<file path="src/rtl/kyber_pkg.sv">
// kyber_pkg
// Shared constants and types for the Kyber polynomial-arithmetic blocks.
//   KYBER_Q : modulus q = 3329
//   QINV    : q^-1 mod 2^16, as a signed 16-bit value (-3327)
//   MONT    : 2^16 mod q, signed representative (-1044)
//   WIDTH   : coefficient width
//   coeff_t : signed coefficient type
//   owner_t : id of the requester that issued a multiplier operation
package kyber_pkg;

  localparam int WIDTH = 16;
  localparam int KYBER_Q = 3329;
  localparam logic signed [WIDTH-1:0] QINV = -16'sd3327;
  localparam logic signed [WIDTH-1:0] MONT = -16'sd1044;

  typedef logic signed [WIDTH-1:0] coeff_t;

  typedef enum logic {
    OWNER_REQ0 = 1'b0,
    OWNER_REQ1 = 1'b1
  } owner_t;

endpackage

</file>
<file path="src/rtl/mont_mul_arbiter_if.sv">
// mont_mul_arbiter_if
// Requester/response bundle of the shared Montgomery multiplier.
//   req_valid[1:0] : per-requester operand valid
//   req_ready[1:0] : per-requester grant
//   req_a0/req_b0  : requester 0 operands (signed)
//   req_a1/req_b1  : requester 1 operands (signed)
//   rsp_valid[1:0] : one-cycle result strobe, one bit per requester
//   rsp_data       : signed result, valid while a rsp_valid bit is set
//   busy           : some pipeline stage holds a valid item
// Handshake: an operand pair transfers on a rising clk edge where
// req_valid[i] & req_ready[i]; req_ready[i] is never set without req_valid[i],
// and at most one ready bit is set. Responses have no backpressure: the
// requester must take rsp_data in the cycle its rsp_valid bit is high.
// modports: master = requester side, slave = arbiter side.
interface mont_mul_arbiter_if;
  import kyber_pkg::*;

  logic [1:0] req_valid;
  logic [1:0] req_ready;
  coeff_t     req_a0;
  coeff_t     req_b0;
  coeff_t     req_a1;
  coeff_t     req_b1;
  logic [1:0] rsp_valid;
  coeff_t     rsp_data;
  logic       busy;

  modport master (
    output req_valid, req_a0, req_b0, req_a1, req_b1,
    input  req_ready, rsp_valid, rsp_data, busy
  );

  modport slave (
    input  req_valid, req_a0, req_b0, req_a1, req_b1,
    output req_ready, rsp_valid, rsp_data, busy
  );

endinterface

</file>
<file path="src/rtl/mont_mul_pipe.sv">
// mont_mul_pipe
// Three-stage Montgomery multiplier with valid/owner sideband. Never stalls.
//   stage 1: register a, b, owner, valid
//   stage 2: p = a*b (32-bit signed)
//   stage 3: t = low16(p*QINV); r = (p - t*q) >>> 16, keep r[15:0]
// Result is congruent to a*b*2^-16 mod q, no final correction.
// Ports:
//   clk, rst             : clock, asynchronous active-high reset
//   in_valid/in_owner    : item issued this cycle and who issued it
//   in_a, in_b           : signed operands
//   out_valid/out_owner  : stage-3 item and its owner
//   out_data             : stage-3 result (holds when out_valid is low)
//   busy                 : OR of the three stage valid bits
module mont_mul_pipe
  import kyber_pkg::*;
(
  input  logic   clk,
  input  logic   rst,
  input  logic   in_valid,
  input  owner_t in_owner,
  input  coeff_t in_a,
  input  coeff_t in_b,
  output logic   out_valid,
  output owner_t out_owner,
  output coeff_t out_data,
  output logic   busy
);

  logic               s1_valid;
  owner_t             s1_owner;
  coeff_t             s1_a;
  coeff_t             s1_b;
  logic               s2_valid;
  owner_t             s2_owner;
  logic signed [31:0] s2_p;
  logic               s3_valid;
  owner_t             s3_owner;
  coeff_t             s3_r;

  logic signed [31:0] a_ext;
  logic signed [31:0] b_ext;
  coeff_t             t;
  logic signed [31:0] t_ext;
  logic signed [31:0] diff;

  always_comb begin
    a_ext = 32'(s1_a);
    b_ext = 32'(s1_b);
    // Only the low 16 bits of p*QINV matter, so multiply the low halves.
    t     = s2_p[15:0] * QINV;
    t_ext = 32'(t);
    // Low 16 bits of diff are zero by construction of t.
    diff  = s2_p - t_ext * KYBER_Q;
  end

  always_ff @(posedge clk or posedge rst) begin
    if (rst) begin
      s1_valid <= 1'b0;
      s1_owner <= OWNER_REQ0;
      s1_a     <= '0;
      s1_b     <= '0;
      s2_valid <= 1'b0;
      s2_owner <= OWNER_REQ0;
      s2_p     <= '0;
      s3_valid <= 1'b0;
      s3_owner <= OWNER_REQ0;
      s3_r     <= '0;
    end else begin
      s1_valid <= in_valid;
      s1_owner <= in_owner;
      s1_a     <= in_a;
      s1_b     <= in_b;
      s2_valid <= s1_valid;
      s2_owner <= s1_owner;
      s2_p     <= a_ext * b_ext;
      s3_valid <= s2_valid;
      s3_owner <= s2_owner;
      // Output register only loads on a valid item so rsp_data holds.
      if (s2_valid) s3_r <= 16'(diff >>> 16);
    end
  end

  assign out_valid = s3_valid;
  assign out_owner = s3_owner;
  assign out_data  = s3_r;
  assign busy      = s1_valid | s2_valid | s3_valid;

endmodule

</file>
<file path="src/rtl/mont_mul_arbiter.sv">
// mont_mul_arbiter
// Shares one mont_mul_pipe between two requesters: grants one operand pair
// per cycle, carries the owner id down the pipe and strobes the owner's
// rsp_valid bit three cycles after the transfer.
// Build option MONT_ARB_RR_EN:
//   defined     : round-robin, under contention the requester not granted on
//                 the most recent transfer wins (requester 0 first after reset)
//   not defined : fixed priority, requester 0 always wins contention
// Ports:
//   clk  : clock, rising edge
//   rst  : asynchronous active-high reset; discards in-flight items
//   bus  : mont_mul_arbiter_if.slave (requests, grants, responses, busy)
module mont_mul_arbiter
  import kyber_pkg::*;
(
  input logic               clk,
  input logic               rst,
  mont_mul_arbiter_if.slave bus
);

  logic [1:0] grant;
  logic       xfer;
  owner_t     grant_owner;
  coeff_t     sel_a;
  coeff_t     sel_b;
  logic       out_valid;
  owner_t     out_owner;
  coeff_t     out_data;
  logic       pipe_busy;

`ifdef MONT_ARB_RR_EN
  // Owner of the most recent transfer; reset value makes requester 0 win
  // the first contention.
  owner_t last_grant;

  always_comb begin
    grant = 2'b00;
    if (bus.req_valid == 2'b11) begin
      grant = (last_grant == OWNER_REQ0) ? 2'b10 : 2'b01;
    end else begin
      grant = bus.req_valid;
    end
  end

  always_ff @(posedge clk or posedge rst) begin
    if (rst) begin
      last_grant <= OWNER_REQ1;
    end else if (xfer) begin
      last_grant <= grant_owner;
    end
  end
`else
  always_comb begin
    grant    = 2'b00;
    grant[0] = bus.req_valid[0];
    grant[1] = bus.req_valid[1] & ~bus.req_valid[0];
  end
`endif

  // grant is a subset of req_valid, so any grant bit is a transfer.
  assign xfer        = |grant;
  assign grant_owner = grant[1] ? OWNER_REQ1 : OWNER_REQ0;
  assign sel_a       = grant[1] ? bus.req_a1 : bus.req_a0;
  assign sel_b       = grant[1] ? bus.req_b1 : bus.req_b0;

  mont_mul_pipe u_pipe (
    .clk       (clk),
    .rst       (rst),
    .in_valid  (xfer),
    .in_owner  (grant_owner),
    .in_a      (sel_a),
    .in_b      (sel_b),
    .out_valid (out_valid),
    .out_owner (out_owner),
    .out_data  (out_data),
    .busy      (pipe_busy)
  );

  assign bus.req_ready    = grant;
  assign bus.rsp_valid[0] = out_valid & (out_owner == OWNER_REQ0);
  assign bus.rsp_valid[1] = out_valid & (out_owner == OWNER_REQ1);
  assign bus.rsp_data     = out_data;
  assign bus.busy         = pipe_busy;

endmodule
</file>
<file path="src/flat_wrapper.sv">
// flat-port wrapper written by rule: the top's interface ports become plain ports
module mont_mul_arbiter_flat import kyber_pkg::*;
  (clk, rst, bus_req_valid, bus_req_a0, bus_req_b0, bus_req_a1, bus_req_b1, bus_req_ready, bus_rsp_valid, bus_rsp_data, bus_busy);
  mont_mul_arbiter_if bus_i ();
  input logic clk;
  input logic rst;
  input wire logic [$bits(bus_i.req_valid)-1:0] bus_req_valid;
  input wire logic [$bits(bus_i.req_a0)-1:0] bus_req_a0;
  input wire logic [$bits(bus_i.req_b0)-1:0] bus_req_b0;
  input wire logic [$bits(bus_i.req_a1)-1:0] bus_req_a1;
  input wire logic [$bits(bus_i.req_b1)-1:0] bus_req_b1;
  output wire logic [$bits(bus_i.req_ready)-1:0] bus_req_ready;
  output wire logic [$bits(bus_i.rsp_valid)-1:0] bus_rsp_valid;
  output wire logic [$bits(bus_i.rsp_data)-1:0] bus_rsp_data;
  output wire logic [$bits(bus_i.busy)-1:0] bus_busy;
  assign bus_i.req_valid = bus_req_valid;
  assign bus_i.req_a0 = bus_req_a0;
  assign bus_i.req_b0 = bus_req_b0;
  assign bus_i.req_a1 = bus_req_a1;
  assign bus_i.req_b1 = bus_req_b1;
  assign bus_req_ready = bus_i.req_ready;
  assign bus_rsp_valid = bus_i.rsp_valid;
  assign bus_rsp_data = bus_i.rsp_data;
  assign bus_busy = bus_i.busy;
  mont_mul_arbiter u_core (.clk(clk), .rst(rst), .bus(bus_i));
endmodule
</file>
<file path="config.mk">
export PLATFORM = sky130hd
export DESIGN_NAME = mont_mul_arbiter_flat
export DESIGN_NICKNAME = d
export VERILOG_FILES = /design/src/rtl/kyber_pkg.sv /design/src/rtl/mont_mul_arbiter_if.sv /design/src/rtl/mont_mul_pipe.sv /design/src/rtl/mont_mul_arbiter.sv /design/src/flat_wrapper.sv
export SDC_FILE = /design/constraint.sdc
export NUM_CORES = 1
export LEC_CHECK = 0
export CORE_UTILIZATION = 56
export DETAILED_ROUTE_END_ITERATION = 7
export HOLD_SLACK_MARGIN = 0.02
export PLACE_DENSITY_LB_ADDON = 0.25
export SLEW_MARGIN = 20
export SYNTH_ARGS = -nofsm -noshare
export SYNTH_HDL_FRONTEND = slang
export SYNTH_SLANG_ARGS = --single-unit
</file>
<file path="constraint.sdc">
create_clock -name clk -period 25.1 [get_ports clk]
set_input_delay 2.51 -clock clk [delete_from_list [all_inputs] [get_ports clk]]
set_output_delay 2.51 -clock clk [all_outputs]
set_load 0.02 [all_outputs]
</file>
Yosys cells after proc, flatten, opt, wreduce, memory -nomap -nowiden
Index checks and enable logic that the tools add are counted.

operators by class
  $mul = 3
  reduce and logical (&&, ||, !) cells = 1
  muxes and demuxes = 3
  magnitude comparators = 0
  div/mod/pow operators = 0
  bitwise gates (word level) = 7
  $add $sub $neg = 1
  equal/unequal tests = 0
  shift-type cells = 0

operators with widths
  operator                count
  $mul 16x16->32          1
  $mux 16                 2
  $sub 32x29->32          1
  $mul 16x13->29 const B  1
  $mul 16x13->16 const B  1
  $and 1x1->1             3
  $not 1->1               2
  $or 1x1->1              2
  $reduce_or 2->1         1
  $mux 1                  1

word-level totals
  ROM bits = 0
  bits in registers = 86
  memories = 0
  word-level logic and storage cells = 25
  bits in latches = 0
  memory bits (writable) = 0

Longest topological paths before layout
Gate-level depths: netlist of the first run.

  word-level depth = 3
  depth in mapped cells = 30
  mapped depth without buffers = 30

Modules after synthesis
From an unflattened synthesis of the first run, not the netlist that was laid out.

second synthesis, totals
  cells, all modules = 1737
  area, all modules = 17224.0 sq um

modules (own cells, without submodules)
  module            cells an instance  area an instance (sq um)  sequential area each (sq um)  times used
  mont_mul_pipe     1694               16658.5                   2152.1                        1
  mont_mul_arbiter  43                 565.5                     0.0                           1

Worst setup path before layout of the first run
Ideal clock, no wire load.

  path kind = register to register
  from = reg u_core.u_pipe.s2_p[4]
  to = reg u_core.u_pipe.s3_r[14], in the netlist u_core.u_pipe.out_data[14]
  arrival time = 8.823 ns
  library setup time = 0.125 ns
  stages on the path, launching flop included = 30
  setup slack = 16.152 ns
  buffers on the path = 0
  data required time = 24.975 ns
  path through = dfrtp_1 ha_1 fa_1 inv_1 fa_1 inv_1 fa_1 ha_1 ha_1 ha_1 a21o_1 a21oi_1 xnor2_1 xnor2_1 ha_1 ha_1 inv_1 fa_1 inv_1 fa_1 ha_1 inv_1 fa_1 ha_1 a21o_1 a31o_2 a41o_1 a211oi_1 xnor2_1 mux2_2

between the ends
  longest elaborated chain between the ends = 3

RTL lines
  element                   RTL line             RTL
  start: declaration        mont_mul_pipe.sv:35  logic signed [31:0] s2_p;
  start signal: assignment  mont_mul_pipe.sv:75  s2_p <= a_ext * b_ext;
  $mul 16x13->16            mont_mul_pipe.sv:50  t = s2_p[15:0] * QINV;
  $mul 16x13->29            mont_mul_pipe.sv:53  diff = s2_p - t_ext * KYBER_Q;
  $sub 32x29->32 (*)        mont_mul_pipe.sv:53
  end signal: assignment    mont_mul_pipe.sv:79  if (s2_valid) s3_r <= 16'(diff >>> 16);
  end: declaration          mont_mul_pipe.sv:38  coeff_t s3_r;

Every way passes the cells marked *; elsewhere a longest branch is shown, timed or not.
A chain may end at the register's enable or synchronous reset.

Worst setup path in the final report of the first run
  from = reg u_core.u_pipe.s2_p[1]
  to = reg u_core.u_pipe.s3_r[14], in the netlist u_core.u_pipe.out_data[14]

Same word-level chain as after synthesis.

==> results.py, run 1 <==
metrics = {
    "timing": {
        "slew-limit-headroom": 0.452,
        "max_freq_ghz": 0.119,
        "fin_setup_tns_ns": 0,
        "rsz0062_at_grt": "false",
        "final-setup-viol-count": 0,
        "min_period_over_period": 0.336,
        "worstMarginPinSlew_ns": 0.822,
        "maxSlewViolCount": 0,
        "hold_viol": 0,
        "finalCriticalPeriod_ns": 8.42,
        "skew_ns": 0.0132,
    },
    "route": {
        "drt_first_pass_iters": 6,
        "viasPerCell": 5.24,
        "num_vias": 11300,
        "ant_nets": 0,
        "wl_per_cell_um": 16.4,
        "drtIter0Drc": 580,
        "finalWirelength_mm": 35.5,
        "drc": 0,
    },
    "synth": {
        "synth_warnings": 0,
        "synth_nets": 2325,
        "synth_seq_cells": 86,
        "synth_flop_cell": "dfrtp_1",
        "async_reset_ff_frac": 1.00,
        "syn_area_um2": 16800,
        "syn_area_per_cell_um2": 9.86,
        "yosys.area.top_type": "fa_1",
        "synth_cell_types": 48,
        "synth.area.top_cells": "fa_1 (38%), ha_1 (17%), dfrtp_1 (13%), inv_1 (10%), and2_1 (4.0%)",
        "syn_inst": 1708,
        "synth_top_area_frac": 0.378,
        "synth_edf_count": 0,
        "synth-seq-area-share": 0.128,
    },
    "worst_setup_path": {
        "r2r_setup_slack_ns": 16.68,
        "slowest_stage": "dfrtp_1",
        "crit_type": "reg2reg",
        "worstSetupEndpointType": "flip-flop",
        "cp.arrival_ns": 8.67,
        "max_stage_delay_ns": 0.56,
        "reg2reg_depth": 30,
        "cp-startpoint": "u_core.u_pipe.s2_p[1]",
        "critical-path-top-cell-by-count": "ha_1",
        "r2r_end": "u_core.u_pipe.out_data[14]",
        "start_kind": "flip-flop",
        "rr_startpoint": "u_core.u_pipe.s2_p[1]",
        "crit_path_end": "u_core.u_pipe.out_data[14]",
        "critPathRequiredTime_ns": 25.34,
        "cp_max_fo": 27,
    },
    "clocking": {
        "cts.path.max_buffers": 2,
        "clock_latency_ns": 0.35,
        "root_buffer": "clkbuf_16",
        "cts.sinks": 86,
        "cts_tree": "built",
        "cts-resized-gates": 0,
        "numCtsBuffers": 9,
        "ctsHoldBuffers": 0,
        "h-tree-depth": 3,
        "cts_setup_buffers": 0,
        "clk_pin_slew_ns": 0.07,
    },
    "grt": {
        "grt.busiest_layer": "met2",
        "grt_pass1_wl_mm": 59.9,
        "grt.total_usage": 0.249,
        "grt_pass1_vias": 12400,
        "grtUsageMet2": 0.425,
        "grt.met3_usage": 0.0394,
        "grt_overflow": 0,
        "grt_max_degree": 54,
        "grtUsageMet1": 0.328,
        "antenna_found_initial": 0,
    },
    "placed_design": {
        "io_buffers": 88,
        "dp_hpwl_mm": 28.6,
        "place.gp.congestion": 0.867,
    },
    "outcome": {
        "status": "completed",
    },
    "layout": {
        "nets": 2388,
        "area_growth_pct": 9.44,
        "mostFrequentLayoutCell": "inv_1",
        "final_cell_mix": "inv_1 (449), fa_1 (318), ha_1 (231)",
        "drive_gt1_frac": 0.0428,
        "multi_input_area_um2": 12800,
        "nFillCells": 2536,
        "n_antenna_cell": 0,
        "seqCellArea_um2": 2150,
    },
    "floorplan": {
        "rows": 63,
        "num_io_pins": 89,
        "core-area_um2": 29600,
        "start_util": 0.568,
        "die_w_um": 175,
        "die_area_um2": 30800,
        "die_h_um": 175,
    },
    "flow_run": {
        "maxCapViolations": 0,
    },
    "min_path": {
        "hp-class": "reg2reg",
    },
}
[synth_stat cells (6+ instances only)]
cell,number
inv_1,450
nand2_1,157
xnor2_1,51
clkbuf_1,38
a21oi_1,29
mux2_2,40
xor2_1,13
nand2b_1,15
dfrtp_1,86
nand3_1,12
nor2_1,40
and3_1,6
nor2b_1,7
fa_1,318
o21ai_0,22
ha_1,231
o21a_1,7
and2_1,108
nor3_1,7
a211oi_1,7
a21o_1,16
[routing by layer]
| layer | vias up | wire length, um |
|---|---|---|
| li1 | 5253 | - |
| met3 | 54 | 2080 |
| met4 | 0 | 618 |
| met1 | 5704 | 15200 |
| met5 | - | 0 |
| met2 | 333 | 17600 |
[stage by stage]
step | hold WS, ns | std cells | util | cell area [um2] | worst slack [ns]
4_1_cts | 0.356 | 2166 | 0.622 | 18400 | 16.63
3_3_place_gp | 0.335 | 2150 | 0.610 | 18100 | 16.81
5_1_grt | 0.367 | 2166 | 0.622 | 18400 | 16.27
3_5_place_dp | 0.341 | 2150 | 0.610 | 18100 | 16.66
2_1_floorplan | 0.331 | 1708 | - | 16800 | 16.15
6_report | 0.354 | 2166 | 0.622 | 18400 | 16.68
[worst min path at each step]
stage	start	depth (start not counted)	endpoint	slack (ns)
3_5_place_dp	u_core.u_pipe.s2_owner	0	u_core.u_pipe.out_owner	0.34
4_1_cts	u_core.u_pipe.s2_owner	0	u_core.u_pipe.out_owner	0.36
6_report	u_core.u_pipe.s1_owner	0	u_core.u_pipe.s2_owner	0.35
3_3_place_gp	u_core.u_pipe.s1_owner	0	u_core.u_pipe.s2_owner	0.34
5_1_grt	u_core.u_pipe.s1_owner	0	u_core.u_pipe.s2_owner	0.37
2_1_floorplan	u_core.u_pipe.s2_owner	0	u_core.u_pipe.out_owner	0.33
[cell type report]
| class | count | area share |
|---|---|---|
| Clock buffer | 10 | 0.0130 |
| Clock inverter | 6 | 0.00503 |
| Inverter | 450 | 0.0918 |
| Multi-Input combinational cell | 1132 | 0.697 |
| Sequential cell | 86 | 0.117 |
| Tap cell | 390 | 0.0265 |
| Timing Repair Buffer | 92 | 0.0494 |
[worst max-delay path: cells and delay by family, from the launching register on]
family / cells / cell delay, ns
fa+ha+maj: 13 / 4.87
compound gates: 6 / 1.46
buf+inv: 7 / 0.73
flops: 1 / 0.56
xor+xnor: 3 / 0.42
mux: 1 / 0.26
[registers in the layout (all words and copies together) (netlist names), 16 cells and up]
name	flops
u_core.u_pipe.out_data	16
u_core.u_pipe.s1_a	16
u_core.u_pipe.s1_b	16
u_core.u_pipe.s2_p	32
[cell families after synthesis]
group / count (synthesis) / share of synthesized area
fa+ha+maj: 549 / 0.550
buf+inv: 490 / 0.110
simple gates: 359 / 0.103
compound gates: 120 / 0.0496
flops: 86 / 0.128
xor+xnor: 64 / 0.0333
mux: 40 / 0.0268
Power of run 1 is left out: the tool's default activity adds up to more than one toggle a clock period on the data nets, which glitch-free logic cannot reach.
==> inputs of run 2 (changes only) <==
- clock period: 25.1 -> 7.2 ns (I/O delays scaled with it)
==> results.py, run 2 (synthesis results as in run 1) <==
metrics = {
    "outcome": {
        "status": "complete, but fails checks",
        "violations": "setup timing",
    },
    "worst_setup_path": {
        "critPathTopFamily": "adder cells",
        "max_stage_delay_ns": 0.56,
        "critical-path-top-cell-by-count": "fa_1",
        "critPathRequiredTime_ns": 7.45,
        "crit_type": "reg2reg",
        "start_kind": "flip-flop",
        "slowest_stage": "fa_1",
        "cp.arrival_ns": 7.97,
        "worstSetupEndpointType": "flip-flop",
        "cp_max_fo": 4,
        "cp_num_buf_inv": 5,
    },
    "clocking": {
        "cts.path.max_buffers": 2,
        "clk_pin_slew_ns": 0.07,
        "cts.sinks": 86,
        "h-tree-depth": 3,
        "cts_tree": "built",
        "numCtsBuffers": 9,
        "clock_latency_ns": 0.37,
        "root_buffer": "clkbuf_16",
    },
    "route": {
        "drc": 0,
        "num_vias": 11600,
        "finalWirelength_mm": 35.5,
        "drt_first_pass_iters": 5,
        "wl_per_cell_um": 15.9,
        "viasPerCell": 5.22,
        "drtIter0Drc": 569,
        "ant_nets": 0,
    },
    "placed_design": {
        "dp_hpwl_mm": 28.8,
        "io_buffers": 88,
        "place.gp.congestion": 0.878,
        "pre_cts_ws_ns": -0.530,
        "placed_area_um2": 18600,
    },
    "timing": {
        "worstMarginPinSlew_ns": 0.889,
        "final-setup-viol-count": 14,
        "setup_ws_ns": -0.517,
        "hold_viol": 0,
        "whs_ns": 0.350,
        "maxSlewViolCount": 0,
        "rsz0062_at_grt": "true",
        "slew-limit-headroom": 0.408,
        "skew_ns": 0.0227,
        "min_period_over_period": 1.07,
        "finalCriticalPeriod_ns": 7.72,
        "max_freq_ghz": 0.130,
    },
    "layout": {
        "drive_gt1_frac": 0.0985,
        "final_cell_mix": "inv_1 (445), fa_1 (315), ha_1 (214)",
        "mostFrequentLayoutCell": "inv_1",
        "nets": 2450,
        "n_antenna_cell": 0,
        "largest-register": "u_core.u_pipe.s2_p",
        "fin_area_um2": 19300,
        "nFillCells": 2353,
        "area_growth_pct": 14.4,
        "largest_reg_flops": 32,
    },
    "floorplan": {
        "num_io_pins": 89,
        "start_util": 0.568,
        "core-area_um2": 29600,
        "die_area_um2": 30800,
        "die_h_um": 175,
        "rows": 63,
        "die_w_um": 175,
    },
    "flow_run": {
        "maxCapViolations": 0,
    },
    "grt": {
        "grt_max_degree": 70,
        "grt_pass1_wl_mm": 59.4,
        "antenna_found_initial": 0,
        "grt.total_usage": 0.245,
        "grt_overflow": 0,
        "grt_pass1_vias": 12300,
    },
    "min_path": {
        "hp-class": "reg2reg",
    },
}
[run 2: cell types whose count changed in the layout (fill, tap and decap cells not counted), moves of 5 or more]
cell	delta
a21oi_1	-5
ha_4	+15
ha_1	-17
buf_4	+56
[run 2: worst reg2reg max path, delay by kind of cell (launching register included)]
family	cells	cell delay, ns
flops	1	0.39
compound gates	9	1.78
xor+xnor	1	0.10
fa+ha+maj	14	5.14
buf+inv	5	0.22
[run 2: per-stage QoR]
stage / setup TNS (ns) / std cells / util
finish: -4.94 / 2228 / 0.650
global route: -7.87 / 2228 / 0.650
CTS: -4.76 / 2228 / 0.645
detailed placement: -4.44 / 2200 / 0.626
global placement: -2.38 / 2200 / 0.626
floorplan: -3.94 / 1708 / -
[run 2: per-layer routing]
metal  track usage  part of all wire  up-vias
met5             0                 0        -
met4        0.0638             0.020        0
met3        0.0409             0.054       64
met2         0.420              0.50      298
met1         0.323              0.42     5913
li1              -                 -     5366
[run 2: path summary, 6_finish.rpt]
check / depth (start not counted) / end / slack (ns) / from
min in group asynchronous: 2 / u_core.u_pipe.out_data[0] / 0.63 / rst
max: 29 / u_core.u_pipe.out_data[13] / -0.52 / u_core.u_pipe.s2_p[4]
max in group asynchronous: 3 / u_core.u_pipe.s1_a[5] / 5.37 / rst
min: 0 / u_core.u_pipe.s2_owner / 0.35 / u_core.u_pipe.s1_owner
min reg2reg: 0 / u_core.u_pipe.s2_owner / 0.35 / u_core.u_pipe.s1_owner
max reg2reg: 29 / u_core.u_pipe.out_data[13] / -0.52 / u_core.u_pipe.s2_p[4]
[run 2: timing repair]
action	4_1_cts	5_1_grt
setup endpoints to repair	14	15
cloned	0	0
pin swaps	21	17
hold buffers	0	0
gates resized for setup	27	22
buffers inserted	12	0
[run 2: layout make-up]
| cell class | count | area (um2) | share of cell area |
|---|---|---|---|
| sequential | 86 | 2150 | 0.112 |
| multi-input combinational | 1132 | 13200 | 0.686 |
| tap | 390 | 488 | 0.0253 |
| clock buffer | 10 | 239 | 0.0124 |
| timing repair buffer | 154 | 1420 | 0.0735 |
| clock inverter | 6 | 68.8 | 0.00357 |
| inverter | 450 | 1690 | 0.0878 |
Power of run 2 is left out for the same reason.
